===== config.mk =====
export PLATFORM = sky130hd
export DESIGN_NAME = usb_wire_access_sched
export DESIGN_NICKNAME = d
export VERILOG_FILES = /design/src/rtl/usb_wire_access_sched_pkg.sv /design/src/rtl/usb_wire_gap_timer.sv /design/src/rtl/usb_wire_access_sched.sv
export SDC_FILE = /design/constraint.sdc
export NUM_CORES = 1
export LEC_CHECK = 0
export ABC_CLOCK_PERIOD_IN_PS = 2900
export CELL_PAD_IN_SITES_DETAIL_PLACEMENT = 1
export CELL_PAD_IN_SITES_GLOBAL_PLACEMENT = 2
export CORE_ASPECT_RATIO = 1.4
export CORE_MARGIN = 1
export CORE_UTILIZATION = 34
export CTS_CLUSTER_SIZE = 12
export DETAILED_ROUTE_END_ITERATION = 8
export PLACE_DENSITY_LB_ADDON = 0.1
export SLEW_MARGIN = 40
export SYNTH_ARGS = -nofsm -noshare
export SYNTH_HDL_FRONTEND = slang
export SYNTH_HIERARCHICAL = 1
export SYNTH_SLANG_ARGS = --single-unit

===== constraint.sdc =====
create_clock -name clk -period 2.9 [get_ports clk]
set_input_delay 0.435 -clock clk [delete_from_list [all_inputs] [get_ports clk]]
set_output_delay 0.435 -clock clk [all_outputs]
set_load 0.02 [all_outputs]

===== src/rtl/usb_wire_access_sched_pkg.sv =====
// Shared definitions for the USB wire access scheduler.
//   - schedState_t : 3-bit scheduler state encoding
//   - FS/LS gap defaults : idle clocks enforced after wire activity
//   - over-sample / timeout constants used by the wire RX/TX engines
package usb_wire_access_sched_pkg;

  typedef enum logic [2:0] {
    IDLE      = 3'd0,
    SOF_TX    = 3'd1,
    PKT_TX    = 3'd2,
    LINE_TX   = 3'd3,
    RESP_WAIT = 3'd4,
    RESP_RX   = 3'd5,
    GAP       = 3'd6
  } schedState_t;

  localparam int FS_GAP_CLKS_DEF = 8;
  localparam int LS_GAP_CLKS_DEF = 64;

  localparam int FS_OVERSAMPLE      = 4;
  localparam int LS_OVERSAMPLE      = 32;
  localparam int RESP_TIMEOUT_CLKS  = 18 * FS_OVERSAMPLE;

endpackage


===== src/rtl/usb_wire_gap_timer.sv =====
// Inter-packet idle gap timer.
// Down-counter loaded with (gap length - 1) for the selected bus speed;
// expired is high whenever the count has reached zero.
// Ports:
//   clk, rst       : clock, async active-high reset
//   load           : reload the counter this edge
//   fullSpeedRate  : 1 = full-speed gap length, 0 = low-speed gap length
//   expired        : terminal count reached
module usb_wire_gap_timer
  import usb_wire_access_sched_pkg::*;
#(
  parameter int FS_GAP_CLKS = FS_GAP_CLKS_DEF,
  parameter int LS_GAP_CLKS = LS_GAP_CLKS_DEF,
  parameter int GAP_CNT_W   = 8
) (
  input  logic clk,
  input  logic rst,
  input  logic load,
  input  logic fullSpeedRate,
  output logic expired
);

  logic [GAP_CNT_W-1:0] gapCnt;

  always_ff @(posedge clk or posedge rst) begin
    if (rst) begin
      gapCnt <= '0;
    end else if (load) begin
      gapCnt <= fullSpeedRate ? GAP_CNT_W'(FS_GAP_CLKS - 1) : GAP_CNT_W'(LS_GAP_CLKS - 1);
    end else if (gapCnt != '0) begin
      gapCnt <= gapCnt - 1'b1;
    end
  end

  assign expired = (gapCnt == '0);

endmodule


===== src/rtl/usb_wire_access_sched.sv =====
// USB wire access scheduler: arbitrates the shared differential wire between
// the SOF generator, the packet transmitter and line control, enforces the
// inter-packet idle gap and sequences the response-wait window.
// Ports:
//   clk, rst                          : clock, async active-high reset
//   fullSpeedRate                     : gap length select (1 = FS, 0 = LS)
//   sofReq/sofGnt/sofDone             : SOF requester handshake
//   pktReq/pktRespExp/pktGnt/pktDone  : packet requester handshake
//   sofNear                           : blocks new packet grants
//   lineReq/lineGnt/lineDone          : line-control requester handshake
//   TxWireActiveDrive                 : any transmit grant active
//   noActivityTimeOutEnable           : response timeout armed
//   noActivityTimeOut, RxWireActive   : status from the RX datapath
//   respStart, respTimeOut            : response outcome pulses
//
// state     | meaning
// ----------+---------------------------------------------------------
// IDLE      | wire free, arbitrating line > sof > pkt
// SOF_TX    | SOF generator owns the wire
// PKT_TX    | packet transmitter owns the wire
// LINE_TX   | line control owns the wire
// RESP_WAIT | waiting for a reply, timeout armed
// RESP_RX   | reply being received
// GAP       | enforced idle gap after wire activity
module usb_wire_access_sched
  import usb_wire_access_sched_pkg::*;
#(
  parameter int FS_GAP_CLKS = FS_GAP_CLKS_DEF,
  parameter int LS_GAP_CLKS = LS_GAP_CLKS_DEF,
  parameter int GAP_CNT_W   = 8
) (
  input  logic clk,
  input  logic rst,
  input  logic fullSpeedRate,
  input  logic sofReq,
  output logic sofGnt,
  input  logic sofDone,
  input  logic pktReq,
  input  logic pktRespExp,
  output logic pktGnt,
  input  logic pktDone,
  input  logic sofNear,
  input  logic lineReq,
  output logic lineGnt,
  input  logic lineDone,
  output logic TxWireActiveDrive,
  output logic noActivityTimeOutEnable,
  input  logic noActivityTimeOut,
  input  logic RxWireActive,
  output logic respStart,
  output logic respTimeOut
);

  schedState_t state;
  logic        respExpReg;
  logic        gapLoad;
  logic        gapExpired;

  // The timer must reload on the same edge that enters GAP so the gap
  // length counts from the first GAP clock; these are exactly the
  // FSM's transitions into GAP below.
  always_comb begin
    gapLoad = 1'b0;
    case (state)
      SOF_TX:    gapLoad = sofDone;
      LINE_TX:   gapLoad = lineDone;
      PKT_TX:    gapLoad = pktDone & ~respExpReg;
      RESP_WAIT: gapLoad = ~lineReq & ~RxWireActive & noActivityTimeOut;
      RESP_RX:   gapLoad = ~lineReq & ~RxWireActive;
      default:   gapLoad = 1'b0;
    endcase
  end

  usb_wire_gap_timer #(
    .FS_GAP_CLKS (FS_GAP_CLKS),
    .LS_GAP_CLKS (LS_GAP_CLKS),
    .GAP_CNT_W   (GAP_CNT_W)
  ) u_gapTimer (
    .clk           (clk),
    .rst           (rst),
    .load          (gapLoad),
    .fullSpeedRate (fullSpeedRate),
    .expired       (gapExpired)
  );

  always_ff @(posedge clk or posedge rst) begin
    if (rst) begin
      state                   <= IDLE;
      respExpReg              <= 1'b0;
      sofGnt                  <= 1'b0;
      pktGnt                  <= 1'b0;
      lineGnt                 <= 1'b0;
      TxWireActiveDrive       <= 1'b0;
      noActivityTimeOutEnable <= 1'b0;
      respStart               <= 1'b0;
      respTimeOut             <= 1'b0;
    end else begin
      respStart   <= 1'b0;
      respTimeOut <= 1'b0;
      case (state)
        IDLE: begin
          if (lineReq) begin
            state             <= LINE_TX;
            lineGnt           <= 1'b1;
            TxWireActiveDrive <= 1'b1;
          end else if (sofReq) begin
            state             <= SOF_TX;
            sofGnt            <= 1'b1;
            TxWireActiveDrive <= 1'b1;
          end else if (pktReq && !sofNear) begin
            state             <= PKT_TX;
            pktGnt            <= 1'b1;
            TxWireActiveDrive <= 1'b1;
            respExpReg        <= pktRespExp;
          end
        end
        SOF_TX: begin
          if (sofDone) begin
            state             <= GAP;
            sofGnt            <= 1'b0;
            TxWireActiveDrive <= 1'b0;
          end
        end
        LINE_TX: begin
          if (lineDone) begin
            state             <= GAP;
            lineGnt           <= 1'b0;
            TxWireActiveDrive <= 1'b0;
          end
        end
        PKT_TX: begin
          if (pktDone) begin
            pktGnt            <= 1'b0;
            TxWireActiveDrive <= 1'b0;
            if (respExpReg) begin
              state                   <= RESP_WAIT;
              noActivityTimeOutEnable <= 1'b1;
            end else begin
              state <= GAP;
            end
          end
        end
        RESP_WAIT: begin
          // Line control may abort the response window; no outcome pulse
          // and no gap, the wire goes straight to line signalling.
          if (lineReq) begin
            state                   <= LINE_TX;
            lineGnt                 <= 1'b1;
            TxWireActiveDrive       <= 1'b1;
            noActivityTimeOutEnable <= 1'b0;
          end else if (RxWireActive) begin
            state                   <= RESP_RX;
            respStart               <= 1'b1;
            noActivityTimeOutEnable <= 1'b0;
          end else if (noActivityTimeOut) begin
            state                   <= GAP;
            respTimeOut             <= 1'b1;
            noActivityTimeOutEnable <= 1'b0;
          end
        end
        RESP_RX: begin
          if (lineReq) begin
            state             <= LINE_TX;
            lineGnt           <= 1'b1;
            TxWireActiveDrive <= 1'b1;
          end else if (!RxWireActive) begin
            state <= GAP;
          end
        end
        GAP: begin
          if (gapExpired) begin
            state <= IDLE;
          end
        end
        default: begin
          state <= IDLE;
        end
      endcase
    end
  end

endmodule

# Word-level counts from Yosys, hierarchy flattened
# Cells that the tools add are included.
dict set report totals {
  reg_bits 19
  latch_bits 0
  ram_bits 0
  mem_bits_ro 0
  input_bits 13
  output_inout_bits 7
  mem_count 0
}
dict set report op_classes {
  addsub 1
  n_mul 0
  n_div 0
  n_lt_le_gt_ge 0
  eq_ne 20
  shift 0
  muxes 46
  bitwise_logic 7
  n_reduce_logical 20
}
# operator n
set ops {}
lappend ops {{3-bit two-way mux} 12}
lappend ops {{1-bit two-way mux} 23}
lappend ops {{3-bit one-hot mux with 7 select lines} 1}
lappend ops {{2-bit != test, second input constant} 9}
lappend ops {{8-bit two-way mux} 2}
lappend ops {{4-bit AND reduction} 3}
lappend ops {{1-bit one-hot mux with 5 select lines} 2}
lappend ops {{2-bit nonzero test} 5}
lappend ops {{3-bit equality test, second input constant} 3}
lappend ops {{8-bit zero test} 1}
lappend ops {{4-bit != test, second input constant} 2}
lappend ops {{1-bit one-hot mux with 2 select lines} 4}
lappend ops {{8-bit nonzero test} 1}
lappend ops {{8-bit by 1-bit subtractor with 8-bit output, second input constant} 1}
lappend ops {{7-bit AND reduction} 1}
lappend ops {{3-bit by 2-bit equality test with 1-bit output, second input constant} 2}
lappend ops {{6-bit two-way mux} 1}
lappend ops {{6-bit AND reduction} 1}
lappend ops {{5-bit AND reduction} 1}
lappend ops {{5-bit nonzero test} 1}
lappend ops {{2-bit by 1-bit != test with 1-bit output, second input constant} 2}
lappend ops {{1-bit NOT} 4}
lappend ops {{1-bit bitwise AND} 3}
lappend ops {{3-bit by 1-bit equality test with 1-bit output, second input constant} 1}
lappend ops {{8 further kinds} 8}

# Longest topological paths before layout
dict set report depth {
  word_depth 6
  mapped_depth 8
}

# Cells and area by module
# Netlist, hierarchy kept.
# module instances cells_each area_per_inst_um2 seq_area_each_um2
set by_module_without_submodules {}
lappend by_module_without_submodules {usb_wire_access_sched 1 80 711.9 275.3}
lappend by_module_without_submodules {usb_wire_gap_timer 1 46 465.4 200.2}

# Worst setup path before layout
# OpenSTA, ideal clock, no wires.
dict set report synth_timing {
  path_kind {register to register}
  start {register u_gapTimer.gapCnt[2]}
  end {register state[1]}
  arrival_ns 1.792
  required_time_ns 2.821
  path_slack_ns 1.029
  path_stages_with_launch 7
  path_cell_list {dfrtp_1 > or4_4 > nor3_4 > nor3_1 > o21ai_0 > o211a_1 > mux2i_1}
}
dict set report synth_between {
  elab_chain_len 3
}
# element line
set synth_lines {}
lappend synth_lines {{start, declared} usb_wire_gap_timer.sv:23} ;# logic [GAP_CNT_W-1:0] gapCnt;
lappend synth_lines {{start signal, assigned} usb_wire_gap_timer.sv:29} ;# gapCnt <= fullSpeedRate ? GAP_CNT_W'(FS_GAP_CLKS - 1) : GAP_CNT_W'(LS_GAP_CLKS - 1);
lappend synth_lines {{start signal, assigned} usb_wire_gap_timer.sv:31} ;# gapCnt <= gapCnt - 1'b1;
lappend synth_lines {{8-bit zero test} usb_wire_gap_timer.sv:35} ;# assign expired = (gapCnt == '0);
lappend synth_lines {{via gapExpired} usb_wire_access_sched.sv:57} ;# logic gapExpired;
lappend synth_lines {{2-bit != test (no line)} n/a}
lappend synth_lines {{7-bit AND reduction (no line)} n/a}
lappend synth_lines {{end signal, assigned} usb_wire_access_sched.sv:88} ;# state <= IDLE;
lappend synth_lines {{end signal, assigned} usb_wire_access_sched.sv:103} ;# state <= LINE_TX;
lappend synth_lines {{end signal, assigned} usb_wire_access_sched.sv:107} ;# state <= SOF_TX;
lappend synth_lines {{end, declared} usb_wire_access_sched.sv:54} ;# schedState_t state;
# The timed path passes the listed nets, and every way through them passes these cells.
# A chain may end at the register's enable or synchronous reset.

# Worst setup path in the final report
# Same ends and word-level chain as after synthesis.

==> run_results.csv <==
group,metric,value,unit
outcome,status,"finished clean",
yosys,syn_area,1180,µm²
floorplan,start_util,0.366,
timing,drv_slew,0,
global_routing,grt_antenna_before_repair,0,
timing,finalSetupViolCount,0,
cts,cts_setup_buffers,0,
setup_path,crit_buf_inv,0,
yosys,synth_flop_cell,"dfrtp_1",
global_routing,grt_use_total,0.184,
global_routing,globalRouteOverflowTotal,0,
cells_and_area,nets,160,
setup_path,cp-end-kind,"flip-flop",
cts,ctsLongestPathBuffers,2,
setup_path,cp-start-kind,"flip-flop",
cts,clkSinkCount,19,
cts,cts_tree,"built",
cts,insertion_delay,0.26,ns
detailed_routing,route.detailed.drc,0,
placed_design,placedCellCount,180,
cts,root_buffer,"clkbuf_8",
timing,final_hold_viol_count,0,
global_routing,grt_pass1_vias,1053,
timing,slew_headroom,0.691,
detailed_routing,ant_nets,0,
setup_path,r2r_start,"u_gapTimer/gapCnt[2]",
global_routing,grt_pass1_wl,5100,µm
setup_path,cp.required,3.09,ns
setup_path,path_max_fanout,7,
setup_path,rr_endpoint,"state[1]",
min_path,hold_path_class,"in2async",
placed_design,dp_hpwl,2390,µm
setup_path,path_class,"reg2reg",
detailed_routing,vias_per_cell,5.46,
floorplan,die_area,3710,µm²
detailed_routing,drt_pass1_iterations,4,
cells_and_area,num_antenna_cells,0,
setup_path,cp_top_family,"simple AND/OR/NAND/NOR gates",
placed_design,io_buffers,19,
floorplan,coreArea,3210,µm²
setup_path,cp.arrival,2.26,ns
placed_design,globalplace.congestion,0.759,
setup_path,crit_path_cell_trace,"or4_4 -> nor3_4 -> nor3_1 -> o21ai_0 -> o211a_1 -> mux2i_1",
detailed_routing,wl,3070,µm
timing,min_period_over_period,0.714,
floorplan,die_h,71.6,µm
cts,cts.clk_slew.worst_paths,0.08,ns
cts,cts_hold_buf,0,
yosys,synth_edf_count,0,
detailed_routing,drt_iter0_markers,6,
yosys,ys_seq_elements,19,
yosys,synth_area_per_cell,9.34,µm²
cells_and_area,drive_gt1_frac,0.117,
yosys,yosys_warnings,6,
floorplan,die_w,51.7,µm
timing,rsz0062_at_grt,"false",
timing,maxClockFrequency,483,MHz
yosys,ys_seq_area_frac,0.404,
cells_and_area,area_delta_synth_final,20.4,%
cts,cts_inserted_buffers,3,
yosys,synthesis.nets,140,
floorplan,io_pins,20,
setup_path,rrSetupSlack,0.83,ns
cells_and_area,fin_cells,184,
yosys,async_flop_share,1.00,
flow_run,drv_cap,0,
setup_path,cpPeakStageDelay,0.58,ns
setup_path,slowest_stage,"or4_4",
power_and_ir_drop,leakagePower,0.574,nW
timing,worst_pin_slew,0.459,ns
cts,cts.repair.resized,0,
timing,fin_skew,0.00705,ns
yosys,syn_inst,126,
timing,fin_tns_setup,0,ns
detailed_routing,via_count,1005,
floorplan,row_count,24,
power_and_ir_drop,power_density,963,nW/µm²
setup_path,r2r_cells,6,
cts,htree_levels,1,
global_routing,grt_max_degree,15,
timing,period_needed,2.07,ns
detailed_routing,wire_per_inst,16.7,µm
power_and_ir_drop,peakVddDrop,0.000395,V
yosys,synth_cell_types,44,
[report_power, final]
group	switching, mW	internal, mW	leakage, nW	total (mW)
logic	0.348	0.306	0.321	0.654
registers	0.155	0.367	0.231	0.522
clock network	0.0911	0.0977	0.0228	0.189
[placed cells by master (no fill, tap or decap), types with 2 or more instances in the layout]
master / count
nand2_1: 7
inv_1: 9
a21oi_1: 8
a32oi_1: 2
nor2_1: 13
nand3_1: 2
nand2b_1: 4
a31oi_1: 2
o21ai_0: 11
dfrtp_1: 19
nor2b_1: 3
clkbuf_8: 3
clkdlybuf4s50_1: 19
mux2_2: 2
mux2i_1: 4
or3_1: 2
o31ai_1: 5
nor4_1: 2
nor3_2: 2
[state kept, by name, indices dropped and copies added, names as in the netlist]
name,flops
lineGnt,1
TxWireActiveDrive,1
noActivityTimeOutEnable,1
state,3
pktGnt,1
respStart,1
u_gapTimer/gapCnt,8
respExpReg,1
sofGnt,1
respTimeOut,1
[cell type report]
class	count	area [µm²]
fill	388	1800
multi-input combinational	92	613
sequential	19	475
timing repair buffer	20	198
tap	39	48.8
clock buffer	4	45.0
inverter	10	37.5
[per-layer routing]
metal | up-vias | share of wire | track usage
li1 | 492 | - | -
met4 | 0 | 0.0059 | 0.0420
met3 | 2 | 0.018 | 0.0255
met2 | 13 | 0.57 | 0.359
met5 | - | 0 | 0
met1 | 498 | 0.41 | 0.202
[worst max-delay path by stage]
stage,to,start,cells after the start
2_1_floorplan,state[1],u_gapTimer/gapCnt[2],6
3_3_place_gp,u_gapTimer/gapCnt[3],lineReq,7
3_5_place_dp,u_gapTimer/gapCnt[3],lineReq,7
4_1_cts,state[1],u_gapTimer/gapCnt[2],6
5_1_grt,u_gapTimer/gapCnt[6],state[1],7
6_report,state[1],u_gapTimer/gapCnt[2],6
[metrics by stage]
step	hold slack [ns]	util	setup WS, ns	cell area, µm²	power (mW)
global placement	0.488	0.427	0.657	1370	1.17
floorplan	0.251	-	1.03	1180	0.987
CTS	0.473	0.441	0.822	1420	1.38
detailed placement	0.490	0.427	0.641	1370	1.19
global route	0.501	0.441	0.696	1420	1.48
finish	0.458	0.441	0.830	1420	1.36
[synthesized netlist by cell type, drive strengths merged (2+ instances only)]
cell type  instances  share of area
a21oi              8          0.034
a31oi              2          0.011
a32oi              2          0.015
buf                3          0.029
clkbuf             2          0.015
dfrtp             19           0.40
inv               10          0.032
mux2               2          0.019
mux2i              4          0.034
nand2              8          0.032
nand2b             5          0.029
nand3              2         0.0085
nor2              13          0.041
nor2b              3          0.016
nor3               4          0.035
nor4               2          0.011
o21ai             11          0.047
o31ai              5          0.032
or3                2          0.011
or4                2          0.016
[cells by family after synthesis]
family,synth area share
AO/OA/AOI/OAI,0.213
adder cells (fa/ha/maj),0.0106
buffers and inverters,0.0754
flip-flops,0.404
multiplexers,0.0531
AND/OR/NAND/NOR,0.244
(Power assumes the default switching activity.)
